### src/rtl/spk_translator.sv
// spk_translator: turns mono samples fetched from a synchronous RAM into an
// I2S stream (BCLK / LRCLK / DIN) for a DAC. The same sample is sent in the
// left and the right slot. Each slot is 32 BCLK periods long: a one-BCLK
// delay bit, then the sample MSB first, then zero padding.
//
// Ports
//   clk          system clock; all state updates on its rising edge
//   rst          asynchronous active-low reset
//   en           playback enable; looked at only in IDLE and at frame boundaries
//   spk_data     sample read from the RAM at spk_addr (one clk read latency)
//   BCLK         I2S bit clock, period 2*CLK_DIV clk
//   LRCLK        I2S word select, 0 = left, 1 = right
//   DIN          I2S serial data; changes only on falling BCLK
//   spk_addr     RAM read address; advances by one at every sample latch
//   frame_start  one-clk pulse at every sample latch
module spk_translator #(
    parameter int ADDR_WIDTH = 3,
    parameter int DATA_WIDTH = 18,
    parameter int CLK_DIV    = 2
) (
    input  logic                  clk,
    input  logic                  rst,
    input  logic                  en,
    input  logic [DATA_WIDTH-1:0] spk_data,
    output logic                  BCLK,
    output logic                  LRCLK,
    output logic                  DIN,
    output logic [ADDR_WIDTH-1:0] spk_addr,
    output logic                  frame_start
);

    localparam int DIV_W = (CLK_DIV > 1) ? $clog2(CLK_DIV) : 1;
    localparam logic [DIV_W-1:0] DIV_MAX = DIV_W'(CLK_DIV - 1);

    typedef enum logic {IDLE, RUN} state_t;

    state_t                  state_reg,   state_next;
    logic [DIV_W-1:0]        div_reg,     div_next;
    logic [5:0]              bit_cnt_reg, bit_cnt_next;
    logic                    bclk_reg,    bclk_next;
    logic                    lrclk_reg,   lrclk_next;
    logic                    din_reg,     din_next;
    logic                    fs_reg,      fs_next;
    logic [ADDR_WIDTH-1:0]   addr_reg,    addr_next;
    logic [DATA_WIDTH-1:0]   sample_reg,  sample_next;

    // Sample left-aligned in a 32-bit slot. Slot position k (1..31) maps to
    // bit 32-k, so k=1 is the MSB, k>DATA_WIDTH falls in the zero padding,
    // and k=0 wraps to bit 0, which is always padding (DATA_WIDTH <= 31).
    logic [31:0] slot_word;
    logic [5:0]  bit_cnt_inc;
    logic [4:0]  slot_idx;

    assign slot_word   = {sample_reg, {(32-DATA_WIDTH){1'b0}}};
    assign bit_cnt_inc = bit_cnt_reg + 6'd1;
    assign slot_idx    = 5'd0 - bit_cnt_inc[4:0];

    always_ff @(posedge clk or negedge rst) begin
        if (!rst) begin
            state_reg   <= IDLE;
            div_reg     <= '0;
            bit_cnt_reg <= '0;
            bclk_reg    <= 1'b0;
            lrclk_reg   <= 1'b0;
            din_reg     <= 1'b0;
            fs_reg      <= 1'b0;
            addr_reg    <= '0;
            sample_reg  <= '0;
        end else begin
            state_reg   <= state_next;
            div_reg     <= div_next;
            bit_cnt_reg <= bit_cnt_next;
            bclk_reg    <= bclk_next;
            lrclk_reg   <= lrclk_next;
            din_reg     <= din_next;
            fs_reg      <= fs_next;
            addr_reg    <= addr_next;
            sample_reg  <= sample_next;
        end
    end

    always_comb begin
        state_next   = state_reg;
        div_next     = div_reg;
        bit_cnt_next = bit_cnt_reg;
        bclk_next    = bclk_reg;
        lrclk_next   = lrclk_reg;
        din_next     = din_reg;
        fs_next      = 1'b0;
        addr_next    = addr_reg;
        sample_next  = sample_reg;

        case (state_reg)
            IDLE: begin
                div_next     = '0;
                bit_cnt_next = '0;
                bclk_next    = 1'b0;
                lrclk_next   = 1'b0;
                din_next     = 1'b0;
                if (en) begin
                    sample_next = spk_data;
                    addr_next   = addr_reg + 1'b1;
                    fs_next     = 1'b1;
                    state_next  = RUN;
                end
            end
            RUN: begin
                if (div_reg == DIV_MAX) begin
                    div_next  = '0;
                    bclk_next = ~bclk_reg;
                    // Serial outputs move only with the falling BCLK edge so
                    // the DAC sees them stable around its rising-edge sample.
                    if (bclk_reg) begin
                        bit_cnt_next = bit_cnt_inc;
                        lrclk_next   = bit_cnt_inc[5];
                        din_next     = slot_word[slot_idx];
                        // Last bit of the right slot: frame boundary. The
                        // address was stable for a whole frame, so spk_data
                        // already holds the RAM word for it.
                        if (bit_cnt_reg == 6'd63) begin
                            if (en) begin
                                sample_next = spk_data;
                                addr_next   = addr_reg + 1'b1;
                                fs_next     = 1'b1;
                            end else begin
                                state_next = IDLE;
                            end
                        end
                    end
                end else begin
                    div_next = div_reg + 1'b1;
                end
            end
            default: state_next = IDLE;
        endcase
    end

    assign BCLK        = bclk_reg;
    assign LRCLK       = lrclk_reg;
    assign DIN         = din_reg;
    assign spk_addr    = addr_reg;
    assign frame_start = fs_reg;

endmodule

### config.mk
export PLATFORM = sky130hd
export DESIGN_NAME = spk_translator
export DESIGN_NICKNAME = d
export VERILOG_FILES = /design/src/rtl/spk_translator.sv
export SDC_FILE = /design/constraint.sdc
export NUM_CORES = 1
export LEC_CHECK = 0
export BUFFER_PORTS_ARGS = -buffer_cell sky130_fd_sc_hd__buf_2
export CAP_MARGIN = 20
export CORE_ASPECT_RATIO = 1.2
export CORE_UTILIZATION = 45
export DETAILED_ROUTE_END_ITERATION = 8
export GPL_TIMING_DRIVEN = 0
export PLACE_DENSITY = 0.66
export SLEW_MARGIN = 10
export SYNTH_ARGS = -nofsm -noshare
export SYNTH_HDL_FRONTEND = slang
export SYNTH_SLANG_ARGS = --single-unit
### constraint.sdc
create_clock -name clk -period 2.8 [get_ports clk]
set_input_delay 0.84 -clock clk [delete_from_list [all_inputs] [get_ports clk]]
set_output_delay 0.84 -clock clk [all_outputs]
set_load 0.05 [all_outputs]
==> results.md, run 1 <==
* Status: finished with violations
* Failing checks: design-rule violations
* GP Congestion at 0.8108
* Post-synthesis sequential area ratio at 47.73%
* Via density per instance at 5.298
* Final Max Tran Viols at 0
* Post-DRT Antenna Nets at 0
* Startpoint Class: register
* Tmin final at 2.266 ns
* Layout cells sized above 1 at 45.96%
* Synth unique cells at 37
* FF/Latch Area at 800.8 sq um
* Initial antenna violation count at 0
* Vias in the first global route at 1049
* Detailed-route wire length at 2.895 mm
* Worst skew pair latency at 0.28 ns
* Placed cell count at 190
* TritonCTS buffer count at 5
* Htree depth at 2
* Layout Nets at 183
* EDFF count, synth at 0
* Placement Setup Slack at 0.5704 ns
* Peak supply drop at 0.0002972 V
* CTS tree: built
* Final worst path period share at 80.94%
* P_leak at 0.9695 nW
* CP arrival at 2.45 ns
* Achievable Freq at 441.2 MHz
* Core Util, Final at 56.96%
* Number of flip-flops in the largest register at 18
* Slowest cell on the critical path: dfrtp_1
* All-Layer GR Usage at 17.47%
* Setup-failing EPs final at 0
* Compound-cell area share of the yosys netlist at 5.593%
* Die area at 0.003978 sq mm
* Largest family of logic cells by synthesized area: multiplexers
* Rel. slew slack at 54.58%
* Predominant post-synthesis flop cell: dfrtp_1
* Initial core utilization at 48.59%
* Hold Violations, Final at 0
* CP delay by family, top: compound AO/OA/AOI/OAI gates
* Flip-flop and latch count after synthesis at 32
* Asr flop ratio synth at 100.0%
* Ports at 28
* Worst EP required at 2.99 ns
* Antenna cells at 0
* CTS root buf: clkbuf_8
* Crit path cell chain: ha_1, buf_6, nor2_1, a31o_2, o21ai_2, xor2_2, mux2_1, a311oi_2
* WL/cell at 14.62 um
* Setup TNS at 0 ns
* DR pass1 iterations at 6
* Setup Skew at 0.004811 ns
* Site Rows at 23
* Hold buffer count at cts at 0
* IO Port Bufs at 27
* Postcts setup bufs at 0
* Synth Area in XOR/XNOR at 5.593%
* Largest cells by area after synthesis: dfrtp_1 (48%), mux2_4 (16%), mux4_2 (5.4%)
* Synth Area per Inst at 13.32 sq um
* Synth Area in Simple Gates at 9.843%
* Worst-case clock buffer depth at 2
* Core area at 0.003453 sq mm
* Clock sink count at 32
* Most frequent cells in the layout: dfrtp_1 (32), buf_2 (28), mux2_4 (18)
* Max-cap violations at 0
* Area of the multi-input gates at 772.0 sq um
* First-pass GRT wire length at 5.009 mm
* Most common cell after layout, fill and taps aside: dfrtp_1
* Routed vias at 1049
* Clock-pin transition on the worst setup and hold timing paths at 0.07 ns
* Filler cell count at 285
* Power Total at 0.0009170 W
* Power Density at 466.2 mW/mm^2
* Drc violations at 1
* Finished Layout Cells at 198
* Post-CTS sizing at 0
* Critical Path Max Stage Delay at 0.42 ns
* Iteration-0 DRC Markers at 17
* Syn-to-layout area delta at 17.23%
* GR Overflow Total at 0
* Post-DP HPWL at 2.126 mm
* Gate Count Post-Synth at 126
* Setup slack, reg-to-reg at 0.53 ns
* RSZ-0062 raised after global routing: no
* Mux contribution to synthesized area at 23.49%
* Worst hold path type: reg2reg
* Critical path capture point type: register
* Tightest Pin Transition at 0.6813 ns
* Die Y at 68.89 um
* Post-Synth Adder-Cell Area at 1.491%
* Worst-path maximum fanout at 10
* Mapped Nets at 149
* Dominant cell type by area after synthesis: dfrtp_1
* Die width at 57.74 um
* Largest net degree at the start of global routing at 33
* Crit Path Class: reg2reg
* Synthesized cell area at 0.001678 sq mm
* WP buf/inv at 1
* Synth top area share at 47.73%
* Final worst setup slack at 0.5336 ns
* Synth warn at 0
==> power breakdown <==
group	leakage [nW]	switching, W	total (W)	internal [W]
clock	0.0552	0.000169	0.000432	0.000264
combinational	0.487	0.0000121	0.0000223	0.0000102
sequential	0.428	0	0.000462	0.000462
==> Yosys cell counts, types with 3 or more instances <==
cell type	count
a31oi_1	4
buf_6	3
dfrtp_1	32
mux2_4	18
mux4_2	4
nand2_1	12
nor2_1	9
xnor2_1	4
xor2_1	3
==> cells by family (layout without fill, tap and decap cells) <==
kind of cell / after synthesis / count (layout)
compound gates: 13 / 13
xor+xnor: 9 / 9
fa+ha+maj: 2 / 2
buf+inv: 11 / 46
flops: 32 / 32
mux: 25 / 25
simple gates: 34 / 34
==> metal layers <==
metal | GRT usage (%) | part of all wire [%] | up-vias
li1 | - | - | 504
met1 | 21.88 | 45 | 514
met2 | 28.20 | 49 | 26
met3 | 4.478 | 3.7 | 5
met4 | 8.929 | 1.8 | 0
met5 | 0 | 0 | -
==> path summary, 6_finish.rpt <==
path,to,from,depth (start not counted)
max,DIN,bit_cnt_reg[1],8
min,div_reg,div_reg,1
min reg2reg,div_reg,div_reg,1
max reg2reg,DIN,bit_cnt_reg[1],8
min in group asynchronous,bit_cnt_reg[2],rst,1
max in group asynchronous,sample_reg[11],rst,1
==> stage by stage <==
stage	cell area (sq um)	hold slack, ns
final	1967	0.4812
after global placement	1859	0.4671
after global routing	1967	0.5106
after CTS	1967	0.4817
after detailed placement	1859	0.4715
after floorplan	1678	0.4500
==> layout make-up <==
type / instances / area share [%]
inverter: 3 / 0.5725
buffer: 8 / 4.771
clock buffer: 6 / 3.690
multi-input combinational: 83 / 39.25
timing repair buffer: 27 / 6.870
tap: 37 / 2.354
clock inverter: 2 / 1.781
sequential: 32 / 40.71
Note: power is estimated with default switching activity, not from simulation.
==> inputs of run 2 (changes only) <==
- ABC_AREA: default -> 1
- clock period: 2.8 -> 2.1 ns (I/O delays scaled with it)
==> results.md, run 2 <==
* Layout Nets at 273
* Worst-case clock buffer depth at 2
* Worst EP required at 2.33 ns
* P_leak at 1.100 nW
* Tmin final at 1.679 ns
* Syn-to-layout area delta at 16.35%
* CP arrival at 1.91 ns
* Count leader, synth: nand2_1
* Worst-path maximum fanout at 6
* Predominant post-synthesis flop cell: dfrtp_1
* Core area at 0.003633 sq mm
* RSZ-0062 raised after global routing: no
* Mapped Nets at 239
* Postcts setup bufs at 0
* Most frequent cells after synthesis: nand2_1 (96), dfrtp_1 (32), nor2_1 (17)
* Filler cell count at 348
* Tightest Pin Transition at 0.7156 ns
* Synth top area share at 47.13%
* Rel. slew slack at 52.29%
* Detailed-route wire length at 3.167 mm
* Number of flip-flops in the largest register at 18
* Reg2Reg Depth at 10
* Htree depth at 2
* Iteration-0 DRC Markers at 54
* Flip-flop and latch count after synthesis at 32
* Clock sink count at 32
* Initial antenna violation count at 0
* Site Rows at 24
* Worst hold path type: in2async
* Status: completed
* TritonCTS buffer count at 5
* Ports at 28
* RR Startpoint: bit_cnt_reg[1]
* Crit Path Class: reg2reg
* Vias in the first global route at 1315
* Most frequent cells in the layout: nand2_1 (96), dfrtp_1 (32), buf_2 (28)
* CTS tree: built
* Antenna cells at 0
* Setup-failing EPs final at 0
* Layout cells sized above 1 at 22.80%
* GR Overflow Total at 0
* Power Density at 548.6 mW/mm^2
* Post-synthesis sequential area ratio at 47.13%
* All-Layer GR Usage at 18.43%
* Initial core utilization at 46.76%
* Achievable Freq at 595.7 MHz
* Die width at 58.10 um
* Final hold slack at 0.4004 ns
* Synthesized cell area at 0.001699 sq mm
* Most common cell after layout, fill and taps aside: nand2_1
* WL/cell at 10.49 um
* Synth Area per Inst at 7.866 sq um
* Core Util, Final at 54.41%
* GP Congestion at 0.8181
* Via density per instance at 4.536
* Largest net degree at the start of global routing at 33
* Setup slack, reg-to-reg at 0.42 ns
* Die area at 0.004027 sq mm
* Routed vias at 1370
* Hold buffer count at cts at 0
* DR pass1 iterations at 4
* Critical path capture point type: register
* Setup Skew at 0.009429 ns
* CTS root buf: clkbuf_8
* Asr flop ratio synth at 100.0%
* IO Port Bufs at 27
* Synth unique cells at 29
* Max-cap violations at 0
* Dominant cell type by area after synthesis: dfrtp_1
* Hold Violations, Final at 0
* Final Max Tran Viols at 0
* Startpoint Class: register
* Largest cells by area after synthesis: dfrtp_1 (47%), nand2_1 (21%), nor2_1 (3.8%)
* Gate Count Post-Synth at 216
* Post-CTS sizing at 0
* Die Y at 69.31 um
* Drc violations at 0
* Setup TNS at 0 ns
* Post-DP HPWL at 2.307 mm
* EDFF count, synth at 0
* Peak supply drop at 0.0003001 V
* Final worst path period share at 79.93%
* First-pass GRT wire length at 5.616 mm
* Post-DRT Antenna Nets at 0
* Worst skew pair latency at 0.29 ns
* Clock-pin transition on the worst setup and hold timing paths at 0.07 ns
* Worst R2R End: DIN
* Synth warn at 0
-- run 2: cell count changes after synthesis, moves of 3 or more --
cell and change:
nand2_1 +84, mux2_4 -18, mux4_2 -4, nand2_2 +4, inv_2 +4, o21ai_1 +7
o21ai_0 +5, inv_1 +13, nand3_1 +3, a31oi_1 -4, nor2_1 +8
-- run 2: per-layer routing --
| layer | global-route usage [%] | routed length, um |
|---|---|---|
| met1 | 23.51 | 1486 |
| met2 | 28.10 | 1476 |
| met3 | 4.478 | 97 |
| met4 | 10.58 | 106 |
| met5 | 0 | 0 |
-- run 2: worst max path at each step --
stage	cells past startpoint	endpoint	slack, ns	start
2_1_floorplan	10	DIN	0.57	bit_cnt_reg[1]
6_report	10	DIN	0.42	bit_cnt_reg[1]
4_1_cts	10	DIN	0.41	bit_cnt_reg[1]
5_1_grt	10	DIN	0.23	bit_cnt_reg[1]
3_3_place_gp	10	DIN	0.43	bit_cnt_reg[1]
3_5_place_dp	10	DIN	0.42	bit_cnt_reg[1]
-- run 2: critical path: stages, from the launching register on --
cell and delay, ns:
dfrtp_1 0.44, ha_1 0.40, inv_2 0.09, nand2_2 0.10
nor2_1 0.16, nand2_1 0.08, nand2_2 0.07, nand2_2 0.05
a21oi_2 0.12, nand2_1 0.07, nand2_1 0.05
-- run 2: logic make-up after synthesis --
family / share of synthesized area [%]
buf+inv: 8.688
flops: 47.13
mux: 0.5891
fa+ha+maj: 1.473
compound gates: 5.670
xor+xnor: 3.167
simple gates: 33.28
-- run 2: area by class of cell --
type | instances | area (sq um) | area share (%)
sequential | 32 | 800.8 | 40.51
multi-input combinational | 157 | 750.7 | 37.97
timing repair buffer | 27 | 135.1 | 6.835
inverter | 21 | 82.58 | 4.177
clock buffer | 6 | 72.57 | 3.671
buffer | 6 | 65.06 | 3.291
tap | 52 | 65.06 | 3.291
clock inverter | 1 | 5.005 | 0.2532
-- run 2: report_power, final --
part | leakage, nW | internal, W | switching (W)
sequential | 0.386 | 0.000617 | 0
combinational | 0.673 | 0.0000128 | 0.0000167
clock | 0.0410 | 0.000225 | 0.000214
-- run 2: through the flow --
stage	worst slack [ns]	cell area, sq um	cells	power, W
after CTS	0.4141	1977	302	0.001098
after global routing	0.2251	1977	302	0.001131
after floorplan	0.5729	1699	216	0.0006281
after detailed placement	0.4211	1899	295	0.0006584
after global placement	0.4344	1899	295	0.0006584
final	0.4214	1977	302	0.001085
